[src/rtl/arki_pkg.sv]
// Shared types and constants for the LEGv8 fetch stage: FSM states,
// datapath widths and the {instr, pc} packet carried by IF/ID and the hold buffer.
package arki_pkg;

    localparam int INSTR_W = 32;
    localparam int PC_W    = 64;
    localparam int PC_STEP = 4;

    typedef enum logic [1:0] {
        BOOT = 2'd0,
        RUN  = 2'd1,
        HOLD = 2'd2
    } fetch_state_t;

    typedef struct packed {
        logic [INSTR_W-1:0] instr;
        logic [PC_W-1:0]    pc;
    } fetch_pkt_t;

endpackage

[src/rtl/fetch_hold_buf.sv]
// One-entry buffer that parks an in-flight fetch response while decode is stalled.
// Clear wins over load so a flush always empties the entry.
module fetch_hold_buf
    import arki_pkg::*;
(
    input  logic       clk,
    input  logic       reset,
    input  logic       load_i,
    input  logic       clear_i,
    input  fetch_pkt_t pkt_i,
    output logic       valid_o,
    output fetch_pkt_t pkt_o
);

    logic       valid_q, valid_d;
    fetch_pkt_t pkt_q, pkt_d;

    always_comb begin
        valid_d = valid_q;
        pkt_d   = pkt_q;
        if (clear_i) begin
            valid_d = 1'b0;
        end else if (load_i) begin
            valid_d = 1'b1;
            pkt_d   = pkt_i;
        end
    end

    always_ff @(posedge clk) begin
        if (reset) begin
            valid_q <= 1'b0;
            pkt_q   <= '0;
        end else begin
            valid_q <= valid_d;
            pkt_q   <= pkt_d;
        end
    end

    assign valid_o = valid_q;
    assign pkt_o   = pkt_q;

endmodule

[src/rtl/fetch_stage.sv]
// LEGv8 instruction fetch plus IF/ID register: PC, synchronous imem requests,
// stall handling via a one-entry hold buffer, and branch/CBZ redirect flush.
module fetch_stage #(
    parameter int               PC_W     = arki_pkg::PC_W,
    parameter int               INSTR_W  = arki_pkg::INSTR_W,
    parameter logic [PC_W-1:0]  RESET_PC = '0
) (
    input  logic                  clk,
    input  logic                  reset,
    input  logic                  stall_i,
    input  logic                  redirect_i,
    input  logic [PC_W-1:0]       redirect_pc_i,
    output logic                  imem_req_o,
    output logic [PC_W-1:0]       imem_addr_o,
    input  logic [INSTR_W-1:0]    imem_rdata_i,
    output logic [INSTR_W-1:0]    ifid_instr_o,
    output logic [PC_W-1:0]       ifid_pc_o,
    output logic                  ifid_valid_o,
    output arki_pkg::fetch_state_t state_o
);

    import arki_pkg::*;

    fetch_state_t    state_q, state_d;
    logic [PC_W-1:0] pc_q, pc_d;
    logic [PC_W-1:0] req_pc_q, req_pc_d;
    logic            resp_pending_q, resp_pending_d;
    fetch_pkt_t      ifid_q, ifid_d;
    logic            ifid_valid_q, ifid_valid_d;

    logic            fetch;
    logic            buf_load;
    logic            buf_clear;
    logic            buf_valid;
    fetch_pkt_t      buf_pkt;
    fetch_pkt_t      resp_pkt;

    always_comb begin
        resp_pkt       = '0;
        resp_pkt.instr = imem_rdata_i;
        resp_pkt.pc    = req_pc_q;
    end

    fetch_hold_buf u_hold_buf (
        .clk     (clk),
        .reset   (reset),
        .load_i  (buf_load),
        .clear_i (buf_clear),
        .pkt_i   (resp_pkt),
        .valid_o (buf_valid),
        .pkt_o   (buf_pkt)
    );

    always_comb begin
        state_d        = state_q;
        pc_d           = pc_q;
        req_pc_d       = req_pc_q;
        resp_pending_d = resp_pending_q;
        ifid_d         = ifid_q;
        ifid_valid_d   = ifid_valid_q;
        fetch          = 1'b0;
        buf_load       = 1'b0;
        buf_clear      = 1'b0;

        // A redirect flushes everything in flight, even a parked buffer entry.
        if (redirect_i) begin
            pc_d           = {redirect_pc_i[PC_W-1:2], 2'b00};
            ifid_valid_d   = 1'b0;
            resp_pending_d = 1'b0;
            buf_clear      = 1'b1;
            state_d        = RUN;
        end else begin
            case (state_q)
                BOOT: begin
                    state_d = RUN;
                end
                RUN: begin
                    if (stall_i) begin
                        if (resp_pending_q) begin
                            buf_load       = 1'b1;
                            resp_pending_d = 1'b0;
                            state_d        = HOLD;
                        end
                    end else begin
                        fetch        = 1'b1;
                        ifid_valid_d = resp_pending_q;
                        if (resp_pending_q) begin
                            ifid_d = resp_pkt;
                        end
                    end
                end
                HOLD: begin
                    if (!stall_i) begin
                        fetch        = 1'b1;
                        ifid_d       = buf_pkt;
                        ifid_valid_d = buf_valid;
                        buf_clear    = 1'b1;
                        state_d      = RUN;
                    end
                end
                default: begin
                    state_d = BOOT;
                end
            endcase
        end

        if (fetch) begin
            pc_d           = pc_q + PC_W'(PC_STEP);
            req_pc_d       = pc_q;
            resp_pending_d = 1'b1;
        end
    end

    always_ff @(posedge clk) begin
        if (reset) begin
            state_q        <= BOOT;
            pc_q           <= RESET_PC;
            req_pc_q       <= '0;
            resp_pending_q <= 1'b0;
            ifid_q         <= '0;
            ifid_valid_q   <= 1'b0;
        end else begin
            state_q        <= state_d;
            pc_q           <= pc_d;
            req_pc_q       <= req_pc_d;
            resp_pending_q <= resp_pending_d;
            ifid_q         <= ifid_d;
            ifid_valid_q   <= ifid_valid_d;
        end
    end

    assign imem_req_o   = fetch && !reset;
    assign imem_addr_o  = pc_q;
    assign ifid_instr_o = ifid_q.instr;
    assign ifid_pc_o    = ifid_q.pc;
    assign ifid_valid_o = ifid_valid_q;
    assign state_o      = state_q;

endmodule

[config.mk]
export PLATFORM = sky130hd
export DESIGN_NAME = fetch_stage
export DESIGN_NICKNAME = d
export VERILOG_FILES = /design/src/rtl/arki_pkg.sv /design/src/rtl/fetch_hold_buf.sv /design/src/rtl/fetch_stage.sv
export SDC_FILE = /design/constraint.sdc
export NUM_CORES = 1
export LEC_CHECK = 0
export CORE_MARGIN = 3
export CORE_UTILIZATION = 45
export CTS_CLUSTER_DIAMETER = 80
export DETAILED_ROUTE_END_ITERATION = 7
export PLACE_DENSITY = 0.79
export REMOVE_ABC_BUFFERS = 1
export SETUP_SLACK_MARGIN = 0.1
export SYNTH_ARGS = -nofsm -noshare
export SYNTH_HDL_FRONTEND = slang
export SYNTH_SLANG_ARGS = --single-unit
[constraint.sdc]
create_clock -name clk -period 6.4 [get_ports clk]
set_input_delay 1.28 -clock clk [delete_from_list [all_inputs] [get_ports clk]]
set_output_delay 1.28 -clock clk [all_outputs]
set_load 0.03 [all_outputs]
-- Word-level counts from Yosys, hierarchy flattened
Cells that the tools add are included.
- flip-flop bits (word level): 325
- input port bits: 100
- output and inout port bits: 164
- word-level logic and storage cells: 66
- add/sub/neg operators: 1
- eq/ne operators: 9
- multiplexer cells: 27
- bitwise logic cells: 2
- reduce and logical (&&, ||, !) cells: 16
- operators with widths (operator ; count):
    96-bit 2-to-1 mux ; 3
    96-bit one-hot mux with 2 select lines ; 1
    64-bit 2-to-1 mux ; 2
    64-bit by 3-bit adder with 64-bit output, second input constant ; 1
    1-bit 2-to-1 mux ; 16
    3-bit != test, second input constant ; 3
    3-bit AND reduction ; 3
    2-bit != test, second input constant ; 4
    2-bit 2-to-1 mux ; 3
    2-bit one-hot mux with 3 select lines ; 1
    3-bit nonzero test ; 2
    2-bit OR reduction ; 3
    5-bit AND reduction ; 1
    2-bit AND reduction ; 2
    2-bit nonzero test ; 2
    2-bit by 1-bit equality test with 1-bit output, second input constant ; 1
    2-bit equality test, second input constant ; 1
    2-bit zero test ; 1
    1-bit inverter ; 2
    1-bit one-hot mux with 2 select lines ; 1
    1-bit logical AND ; 1
    1-bit zero test ; 1

-- Logic depth before layout (Yosys ltp)
Gate-level depths: netlist (run 1).
- depth after elaboration: 6
- mapped depth: 10
- gate-level depth less buffers: 7

-- Cells and area by module
Synthesis (run 1) repeated with hierarchy kept, for this count alone.
- cells, all modules: 1668
- area, all modules: 14759.2 µm²
- by module, submodules not included (module ; instances ; cells each ; area an instance (µm²) ; sequential area each (µm²)):
    fetch_stage ; 1 ; 1229 ; 10410.0 ; 4484.3
    fetch_hold_buf ; 1 ; 439 ; 4349.2 ; 1941.9

-- Worst setup path after synthesis (run 1)
OpenSTA, ideal clock, no wires.
- path kind: in2out
- start point: in stall_i
- end point: out imem_req_o
- arrival time: 2.444 ns
- data required time: 5.120 ns
- path slack: 2.676 ns
- stages on the path: 6
- path buffers: 3
- cells stage by stage: clkbuf_1 -> nor2b_1 -> clkbuf_1 -> clkbuf_1 -> nand2_1 -> inv_1
- word-level cells in the longest chain between the ends: 4
- ends and longest elaborated chain (what ; line ; RTL):
    from (decl) ; fetch_stage.sv:10 ; input logic stall_i,
    1-bit 2-to-1 mux ; fetch_stage.sv:78, fetch_stage.sv:93 ;
    1-bit 2-to-1 mux ; n/a ;
    1-bit 2-to-1 mux ; fetch_stage.sv:66 ; if (redirect_i) begin
    1-bit logical AND ; fetch_stage.sv:132 ; assign imem_req_o = fetch && !reset;
    to (decl) ; fetch_stage.sv:13 ; output logic imem_req_o,
Every way passes these cells.

-- Worst setup path after layout (run 1)
- start point: in reset
- end point: out imem_req_o
- word-level cells in the longest chain between the ends: 2
- ends and longest elaborated chain (what ; line ; RTL):
    from (decl) ; fetch_stage.sv:9 ; input logic reset,
    1-bit zero test ; fetch_stage.sv:132 ;
    1-bit logical AND ; fetch_stage.sv:132 ;
Every way passes these cells.

==> results.md, run 1 <==
- Vias: approximately 13k
- Layout filler cell count: approximately 2.5k
- Post-synth EDFFs: 0
- Routed vias/inst: 5.58
- Total core area: 29200 µm²
- CTS tree: built
- Final Slew Violations: 0
- Die Span Y: approximately 180 µm
- Crit path time final: approximately 4.6 ns
- Top routing layer used: met5
- Clk sinks: approximately 320
- Die span in x: 180 µm
- Die area: between 30000 and 40000 µm²
- Worst setup SP type: input port
- Register area share after synthesis: 0.468
- Number of global-route vias before repair: 11.6k
- Port bufs: approximately 260
- Maximum clock insertion buffer count: 3
- HPWL Detailed: between 20 and 30 mm
- FFs w/ async S/R, synth: 0
- Metal2 WL: 18.1 mm
- Max-cap viol count: 0
- Part of the cycle the worst path needs: 0.720
- Post-CTS sizing: 0
- H-tree depth: 2
- Max_slew headroom: 0.171
- Area Overhead vs Synth: 29.6%
- Final wirelength: 39.8 mm
- # IOs: roughly 260
- Cts bufs inserted: 35
- Fin. Hold Viols: 0
- Metal-1 WL: approximately 18 mm
- Clk root buf: clkbuf_16
- Commonest non-fill, non-tap cell in the layout: nand2_1
- Max frequency: 217 MHz
- Clock slew at reported path FFs: around 0.06 ns
- Distinct cells, synth: 58
- Diodes inserted: 0
- Max FO, Critical Path: ~140
- Synthesized cell area: between 10000 and 15000 µm²
- Cells after synthesis: 1651
- Row count: 62
- ANT nets after route: 0
- Hold crit path type: flip-flop to flip-flop
- CP Data Required Time: a little over 5 ns
- DRC marker count from the first detailed-route iteration: ~1.1k
- Mean routed wirelength per cell: around 18 µm
- Crit path DAT: between 3 and 4 ns
- Gr ovfl total: 0
- Worst Tran Pin Value: 1.24 ns
- Tot Pwr: 0.00505 W
- Synthesized area per cell: 8.22 µm²
- RSZ-0062 raised after global routing: no
- Post-CTS setup repair buffer count: 0
- Layout cells sized above 1: 0.0490
- Fin util: 0.603
- Synth warn: 0
- Hold Buf Count CTS: 0
- Initial antenna violation count: 3
- Clk_skew: 0.0106 ns
- # DRC: 0
- Largest net degree at the start of global routing: 136
- Pwr/cell area: 287 nW/µm²
- # nets final: 1937
- Clk Latency, worst-skew pair: between 0.5 and 0.6 ns
- Yosys reg bits: between 300 and 400
- Most frequent cells in the layout: nand2_1 (366), dfxtp_1 (317), clkdlybuf4s50_1 (255)
- Leak Pwr: 5.62 nW
- Worst VDD drop: between 0.0002 and 0.00025 V
- Outcome: complete, no violations
- Routed wl met3: ~3.4 mm
- First-pass GRT wire length: ~63 mm
- Pre-antenna DRT Iters: 5
- Routability cong.: slightly above 0.9
- Kind of critical path: input port to primary output
- Setup violations, final: 0
- Worst setup EP type: primary output
- Initial Util: 0.465
- Gr usage total: 0.234
- Ys flop type: dfxtp_1
==> synthesized netlist by cell type, drive strengths merged (2+ instances only) <==
| cell | n | share of area |
|---|---|---|
| nor3 | 13 | 0.0048 |
| and4b | 2 | 0.0015 |
| a22o | 3 | 0.0019 |
| or2 | 4 | 0.0018 |
| a32o | 2 | 0.0015 |
| nand2b | 3 | 0.0014 |
| or3 | 13 | 0.0064 |
| o211ai | 4 | 0.0022 |
| nand4 | 33 | 0.016 |
| xor2 | 14 | 0.0090 |
| xnor2 | 7 | 0.0045 |
| a21oi | 177 | 0.065 |
| and2 | 5 | 0.0023 |
| inv | 16 | 0.0044 |
| mux2i | 95 | 0.070 |
| a311oi | 19 | 0.012 |
| o21ai | 18 | 0.0066 |
| nand3b | 2 | 0.0011 |
| o41ai | 4 | 0.0026 |
| o311ai | 3 | 0.0019 |
| a2111oi | 7 | 0.0045 |
| and3 | 13 | 0.0060 |
| nand3 | 19 | 0.0074 |
| nor2b | 2 | 0.00092 |
| o31ai | 9 | 0.0050 |
| and4 | 13 | 0.0084 |
| clkbuf | 114 | 0.032 |
| nand2 | 367 | 0.10 |
| or4b | 2 | 0.0015 |
| buf | 19 | 0.0067 |
| nor4b | 6 | 0.0039 |
| nor3b | 3 | 0.0017 |
| nor4 | 16 | 0.0078 |
| dfxtp | 317 | 0.47 |
| nor2 | 162 | 0.045 |
| or4 | 13 | 0.0075 |
| ha | 6 | 0.0055 |
| a211oi | 111 | 0.061 |
| o31a | 3 | 0.0019 |
==> sequential cells by signal (all words and copies together) (netlist names) <==
register            cells
ifid_valid_o            1
ifid_pc_o              62
ifid_instr_o           32
resp_pending_q          1
imem_addr_o            62
u_hold_buf.pkt_o       94
req_pc_q               62
u_hold_buf.valid_o      1
state_o                 2
==> cell type report <==
cell class                      instances  area [µm²]  area share
Clock inverter                         11         208      0.0118
Clock buffer                           52        1080      0.0616
Sequential cell                       317        6350       0.361
Multi-Input combinational cell       1187        6680       0.380
Timing Repair Buffer                  273        2720       0.155
Inverter                               17        63.8     0.00363
Tap cell                              384         480      0.0273
==> path summary, 6_finish.rpt <==
path	to	from	cells after the start	slack, ns
max	imem_req_o	reset	5	1.79
min	u_hold_buf.pkt_o[40]	u_hold_buf.pkt_o[40]	2	0.45
max reg2reg	imem_addr_o[47]	state_o[1]	7	2.87
min reg2reg	u_hold_buf.pkt_o[40]	u_hold_buf.pkt_o[40]	2	0.45
==> power by group <==
part	leakage, nW	switching (W)	internal, W
sequential	2.58	0.0000916	0.00206
combinational	2.40	0.000407	0.000283
clock	0.634	0.000795	0.00141
total	5.62	0.00129	0.00376
==> through the flow <==
stage	TNS [ns]	worst slack [ns]	cell area [µm²]	hold slack (ns)	cells
finish	0	1.79	17600	0.453	2241
global route	0	1.79	17600	0.466	2241
CTS	0	1.91	17600	0.454	2241
detailed placement	0	1.86	16300	0.446	2178
global placement	0	1.90	16300	0.441	2178
floorplan	-722.18	-7.38	13100	0.430	1521
==> logic make-up (layout without fill, tap and decap cells) <==
group / count (synthesis) / in the layout / share of synthesized area
AOI/OAI and AO/OA: 368 / 368 / 0.172
xor gates and xnor gates: 21 / 21 / 0.0136
adders and majority gates: 6 / 6 / 0.00553
buffers and inverters: 150 / 353 / 0.0430
DFF: 317 / 317 / 0.468
muxes: 95 / 95 / 0.0701
other: 1 / 4 / 0.000276
and+or+nand+nor: 693 / 693 / 0.228
==> worst max-delay path, cell delays in order <==
cell and delay, ns:
buf_8 0.27, nor2_1 0.58, nand2_1 0.31, inv_1 0.11
clkdlybuf4s50_1 0.71
==> layer usage <==
metal  global-route usage  vias up
li1                     -     6170
met1                0.317     5810
met2                0.376      461
met3               0.0645       63
met4               0.0523        6
met5                    0        -
Power figures use the tool's default switching activity.
==> run 2: changes to the inputs <==
--- a/config.mk
+++ b/config.mk
@@ -9,7 +9,7 @@
 export CORE_UTILIZATION = 45
 export CTS_CLUSTER_DIAMETER = 80
 export DETAILED_ROUTE_END_ITERATION = 7
-export PLACE_DENSITY = 0.79
+export PLACE_DENSITY = 0.82
 export REMOVE_ABC_BUFFERS = 1
 export SETUP_SLACK_MARGIN = 0.1
 export SYNTH_ARGS = -nofsm -noshare
==> constraint.sdc (replaced) <==
create_clock -name clk -period 3.7 [get_ports clk]
set_input_delay 0.74 -clock clk [delete_from_list [all_inputs] [get_ports clk]]
set_output_delay 0.74 -clock clk [all_outputs]
set_load 0.03 [all_outputs]
==> results.md, run 2 (same netlist as run 1, synthesis figures left out) <==
- Outcome: complete, no violations
- Die span in x: around 180 µm
- Post-CTS setup repair buffer count: 0
- Flip-flop count of the largest register after layout: 94
- Setup ws final: 0.607 ns
- Part of the cycle the worst path needs: 0.836
- Die Span Y: around 180 µm
- Port bufs: 257
- Most frequent cells in the layout: nand2_1 (366), dfxtp_1 (317), clkdlybuf4s50_1 (254)
- Worst Tran Pin Value: 1.22 ns
- P_int: 0.00624 W
- Slack of the worst reg-to-reg path: ~0.61 ns
- RSZ-0062 raised after global routing: no
- Max-cap viol count: 0
- Gr ovfl total: 0
- WP buf/inv: 1
- Clk_skew: approximately 0.011 ns
- Setup violations, final: 0
- Pre-antenna DRT Iters: 7
- Leak Pwr: approximately 5.6 nW
- DRC marker count from the first detailed-route iteration: 1243
- Crit path DAT: 3.49 ns
- ANT nets after route: 0
- Fin. Hold Viols: 0
- Crit path time final: between 3 and 4 ns
- Die area: around 32000 µm²
- Hold Buf Count CTS: 0
- # DRC: 0
- Clk Latency, worst-skew pair: ~0.50 ns
- Worst slack at placement: a little over 0.4 ns
- Psw: 0.00224 W
- Slowest CP cell: or4_1
- Cts bufs inserted: 35
- Max frequency: 323 MHz
- Row count: 62
- Clock share of power: 0.417
- Layout filler cell count: roughly 2.5k
- Sequential cell area: approximately 6300 µm²
- Initial antenna violation count: 5
- Tot Pwr: approximately 0.0085 W
- Final Slew Violations: 0
- Kind of critical path: flip-flop to flip-flop
- H-tree depth: 2
- Worst setup EP type: flip-flop
- First-pass GRT wire length: approximately 64 mm
- Clk root buf: clkbuf_16
- Hold crit path type: flip-flop to flip-flop
- CP Data Required Time: a little over 4 ns
- Worst setup SP type: flip-flop
- # IOs: about 260
- Maximum clock insertion buffer count: 3
- Clk sinks: ~320
- Max stage delay on crit path: a little over 0.7 ns
- Total core area: just under 30000 µm²
- Switching share of power: 0.264
- Largest net degree at the start of global routing: roughly 230
- # nets final: roughly 2k
- Post-CTS sizing: 0
- Initial Util: 0.465
- Worst VDD drop: roughly 0.00029 V
- Final wirelength: roughly 40 mm
- Max FO, Critical Path: 8
- Pwr/cell area: ~480 nW/µm²
- Number of global-route vias before repair: roughly 12k
- Routability cong.: between 0.8 and 0.9
- Area Overhead vs Synth: 29.6%
- Sequential Power Share: 0.439
- Layout cells sized above 1: 0.0542
- Worst-path cell chain: inv_1 > ha_1 > nand2b_1 > or4_1 > or3_4 > or4b_1 > a311oi_1
- CTS tree: built
- Comb power frac: 0.144
- Max_slew headroom: 0.186
- Routed vias/inst: approximately 5.7
- Commonest non-fill, non-tap cell in the layout: nand2_1
- Clock slew at reported path FFs: roughly 0.06 ns
- Vias: roughly 13k
- Family with the most delay on the worst path: simple AND/OR/NAND/NOR gates
- Gr usage total: 0.234
- HPWL Detailed: 26.6 mm
- Mean routed wirelength per cell: around 18 µm
- Multi-input gate area: 6680 µm²
-- run 2: cell count changes in the layout (fill, tap and decap cells not counted) --
cell	change
buf_12	+3
clkdlybuf4s50_1	-1
clkinvlp_4	-1
buf_4	+9
clkbuf_8	-3
clkbuf_1	-1
clkinv_2	+5
bufinv_16	-3
diode_2	+2
-- run 2: worst paths after layout --
kind | from | to | cells past startpoint
max | state_o[0] | imem_addr_o[47] | 7
min reg2reg | u_hold_buf.pkt_o[81] | u_hold_buf.pkt_o[81] | 2
max reg2reg | state_o[0] | imem_addr_o[47] | 7
min | u_hold_buf.pkt_o[81] | u_hold_buf.pkt_o[81] | 2
-- run 2: cell type report --
type	count	area share
tap	384	0.0273
multi-input combinational	1187	0.380
clock inverter	12	0.00769
sequential	317	0.361
timing repair buffer	284	0.161
clock buffer	48	0.0590
inverter	17	0.00363
antenna	2	0.000285
-- run 2: worst reg2reg max path, stage by stage (launching register included) --
cell and delay (ns):
dfxtp_1 0.43, inv_1 0.14, ha_1 0.41, nand2b_1 0.09, or4_1 0.71, or3_4 0.43
or4b_1 0.51, a311oi_1 0.27
-- run 2: power by group through the flow --
stage / Sequential, W / Clock [W] / Combinational, W
after floorplan: 0.00403 / 0 / 0.000429
after global placement: 0.00379 / 0 / 0.00120
after detailed placement: 0.00379 / 0 / 0.00122
after CTS: 0.00372 / 0.00360 / 0.00122
after global routing: 0.00374 / 0.00373 / 0.00130
final: 0.00372 / 0.00354 / 0.00122
-- run 2: metrics by stage --
step	area (µm²)	TNS [ns]	hold WS, ns	util	std cells
after floorplan	13100	-1199.25	0.430	-	1521
after global placement	16400	0	0.441	0.562	2189
after detailed placement	16400	0	0.446	0.562	2189
after CTS	17600	0	0.453	0.603	2249
after global routing	17600	0	0.468	0.603	2251
final	17600	0	0.452	0.603	2251
-- run 2: per-layer routing --
| layer | wire (µm) | GRT usage |
|---|---|---|
| met1 | 17100 | 0.311 |
| met2 | 18100 | 0.369 |
| met3 | 3520 | 0.0600 |
| met4 | 1380 | 0.0879 |
| met5 | 39 | 0 |
==> run 3: changes to the inputs <==
==> constraint.sdc (replaced) <==
create_clock -name clk -period 2.66 [get_ports clk]
set_input_delay 0.532 -clock clk [delete_from_list [all_inputs] [get_ports clk]]
set_output_delay 0.532 -clock clk [all_outputs]
set_load 0.03 [all_outputs]
==> results.md, run 3 (same netlist as run 1, synthesis figures left out) <==
- CP Data Required Time: between 3 and 4 ns
- Final wirelength: roughly 41 mm
- Pwr/cell area: ~640 nW/µm²
- Clock slew at reported path FFs: 0.06 ns
- Clk sinks: around 320
- Flip-flop count of the largest register after layout: 94
- Sequential Power Share: 0.442
- Clk root buf: clkbuf_16
- Setup violations, final: 0
- Max_slew headroom: 0.182
- Kind of critical path: flip-flop to flip-flop
- Multi-input gate area: approximately 6700 µm²
- Comb power frac: 0.159
- Sequential cell area: around 6300 µm²
- H-tree depth: 2
- Worst setup EP type: flip-flop
- Leak Pwr: roughly 6.0 nW
- Die Span Y: 180 µm
- Final Slew Violations: 0
- Placed cell count: ~2.2k
- Switching share of power: 0.267
- First-pass GRT wire length: 65.6 mm
- Gr usage total: 0.242
- Worst Tran Pin Value: roughly 1.2 ns
- Met1 GRT Util: 0.311
- Worst setup SP type: flip-flop
- Pre-antenna DRT Iters: 5
- Initial Util: 0.465
- Post-Layout Cell Count: ~2.3k
- Outcome: complete, no violations
- Clk_skew: roughly 0.014 ns
- Hold crit path type: input port to flip-flop
- Hold WS: ~0.26 ns
- DRC marker count from the first detailed-route iteration: around 1.1k
- Layout cells sized above 1: 0.0886
- Routability cong.: 0.888
- Fin util: 0.622
- P_int: ~0.0085 W
- Worst slack at placement: -0.335 ns
- Largest net degree at the start of global routing: 219
- Most frequent cells in the layout: nand2_1 (365), dfxtp_1 (315), clkdlybuf4s50_1 (254)
- Initial antenna violation count: 5
- Psw: around 0.0031 W
- Mean routed wirelength per cell: approximately 18 µm
- Gr busiest metal: met2
- Tot Pwr: ~0.012 W
- Clk Latency, worst-skew pair: 0.51 ns
- GR Util met3: 0.0602
- Die area: around 32000 µm²
- Setup ws final: 0.171 ns
- Commonest non-fill, non-tap cell in the layout: nand2_1
- Routed vias/inst: between 5 and 6
- Clock share of power: 0.400
- Max FO, Critical Path: 7
- Maximum clock insertion buffer count: 3
- Number of global-route vias before repair: approximately 12k
- CTS tree: built
- Crit path DAT: around 2.9 ns
- # DRC: 0
- Crit path time final: ~2.5 ns
- Layout filler cell count: about 2.5k
- ANT nets after route: 0
- HPWL Detailed: 27.6 mm
- Row count: 62
- Part of the cycle the worst path needs: 0.936
- Port bufs: 257
- Cts bufs inserted: 35
- Gr ovfl total: 0
- # nets final: 2016
- Fin. Hold Viols: 0
- Max-cap viol count: 0
- Vias: 13.1k
- Met2 Usage GRT: 0.397
- RSZ-0062 raised after global routing: no
- Die span in x: 180 µm
- Area Overhead vs Synth: 33.7%
- Max frequency: 402 MHz
- Worst VDD drop: around 0.00047 V
- Total core area: just under 30000 µm²
- # IOs: 264
## run 3: repair_timing
item	4_1_cts	5_1_grt
setup buffers	0	10
endpoints found under the setup margin	4	11
hold buffers	0	0
resized for setup	6	7
pin swaps	0	3
## run 3: power by group through the flow
| stage | Clock [W] | Combinational, W | Sequential (W) |
|---|---|---|---|
| after global placement | 0 | 0.00179 | 0.00523 |
| after CTS | 0.00474 | 0.00183 | 0.00514 |
| after floorplan | 0 | 0.000597 | 0.00560 |
| final | 0.00465 | 0.00185 | 0.00514 |
| after global routing | 0.00493 | 0.00197 | 0.00517 |
| after detailed placement | 0 | 0.00181 | 0.00524 |
## run 3: stage by stage
step / area, µm² / setup TNS [ns]
2_1_floorplan: 13100 / -1455.73
3_3_place_gp: 16900 / -1.20
3_5_place_dp: 16900 / -1.52
4_1_cts: 18000 / 0
5_1_grt: 18100 / 0
6_report: 18100 / 0
## run 3: layer usage
metal  vias up  wire length (µm)
met5         -                33
met4         4              1280
met3       101              3150
met2       491             19600
met1      6159             17400
li1       6315                 -
## run 3: area by class of cell
type	instances	share of cell area
antenna	3	0.000414
clock buffer	52	0.0575
clock inverter	4	0.00262
inverter	17	0.00352
multi-input combinational	1187	0.371
sequential	317	0.350
tap	384	0.0265
timing repair buffer	352	0.189
## run 3: worst paths after layout
path                        start                    to  slack (ns)  cells past startpoint
max reg2reg        imem_addr_o[3]       imem_addr_o[42]        0.17                      7
max                imem_addr_o[3]       imem_addr_o[42]        0.17                      7
min reg2reg  u_hold_buf.pkt_o[38]  u_hold_buf.pkt_o[38]        0.45                      2
min                         reset  u_hold_buf.pkt_o[19]        0.26                      2
## run 3: critical path, cell delays in order, from the launching register on
cell and delay, ns:
dfxtp_1 0.45, ha_1 0.28, and4_1 0.21, nand4_1 0.09, buf_4 0.20, or3_1 0.39, or2_2 0.29, a2111oi_0 0.43
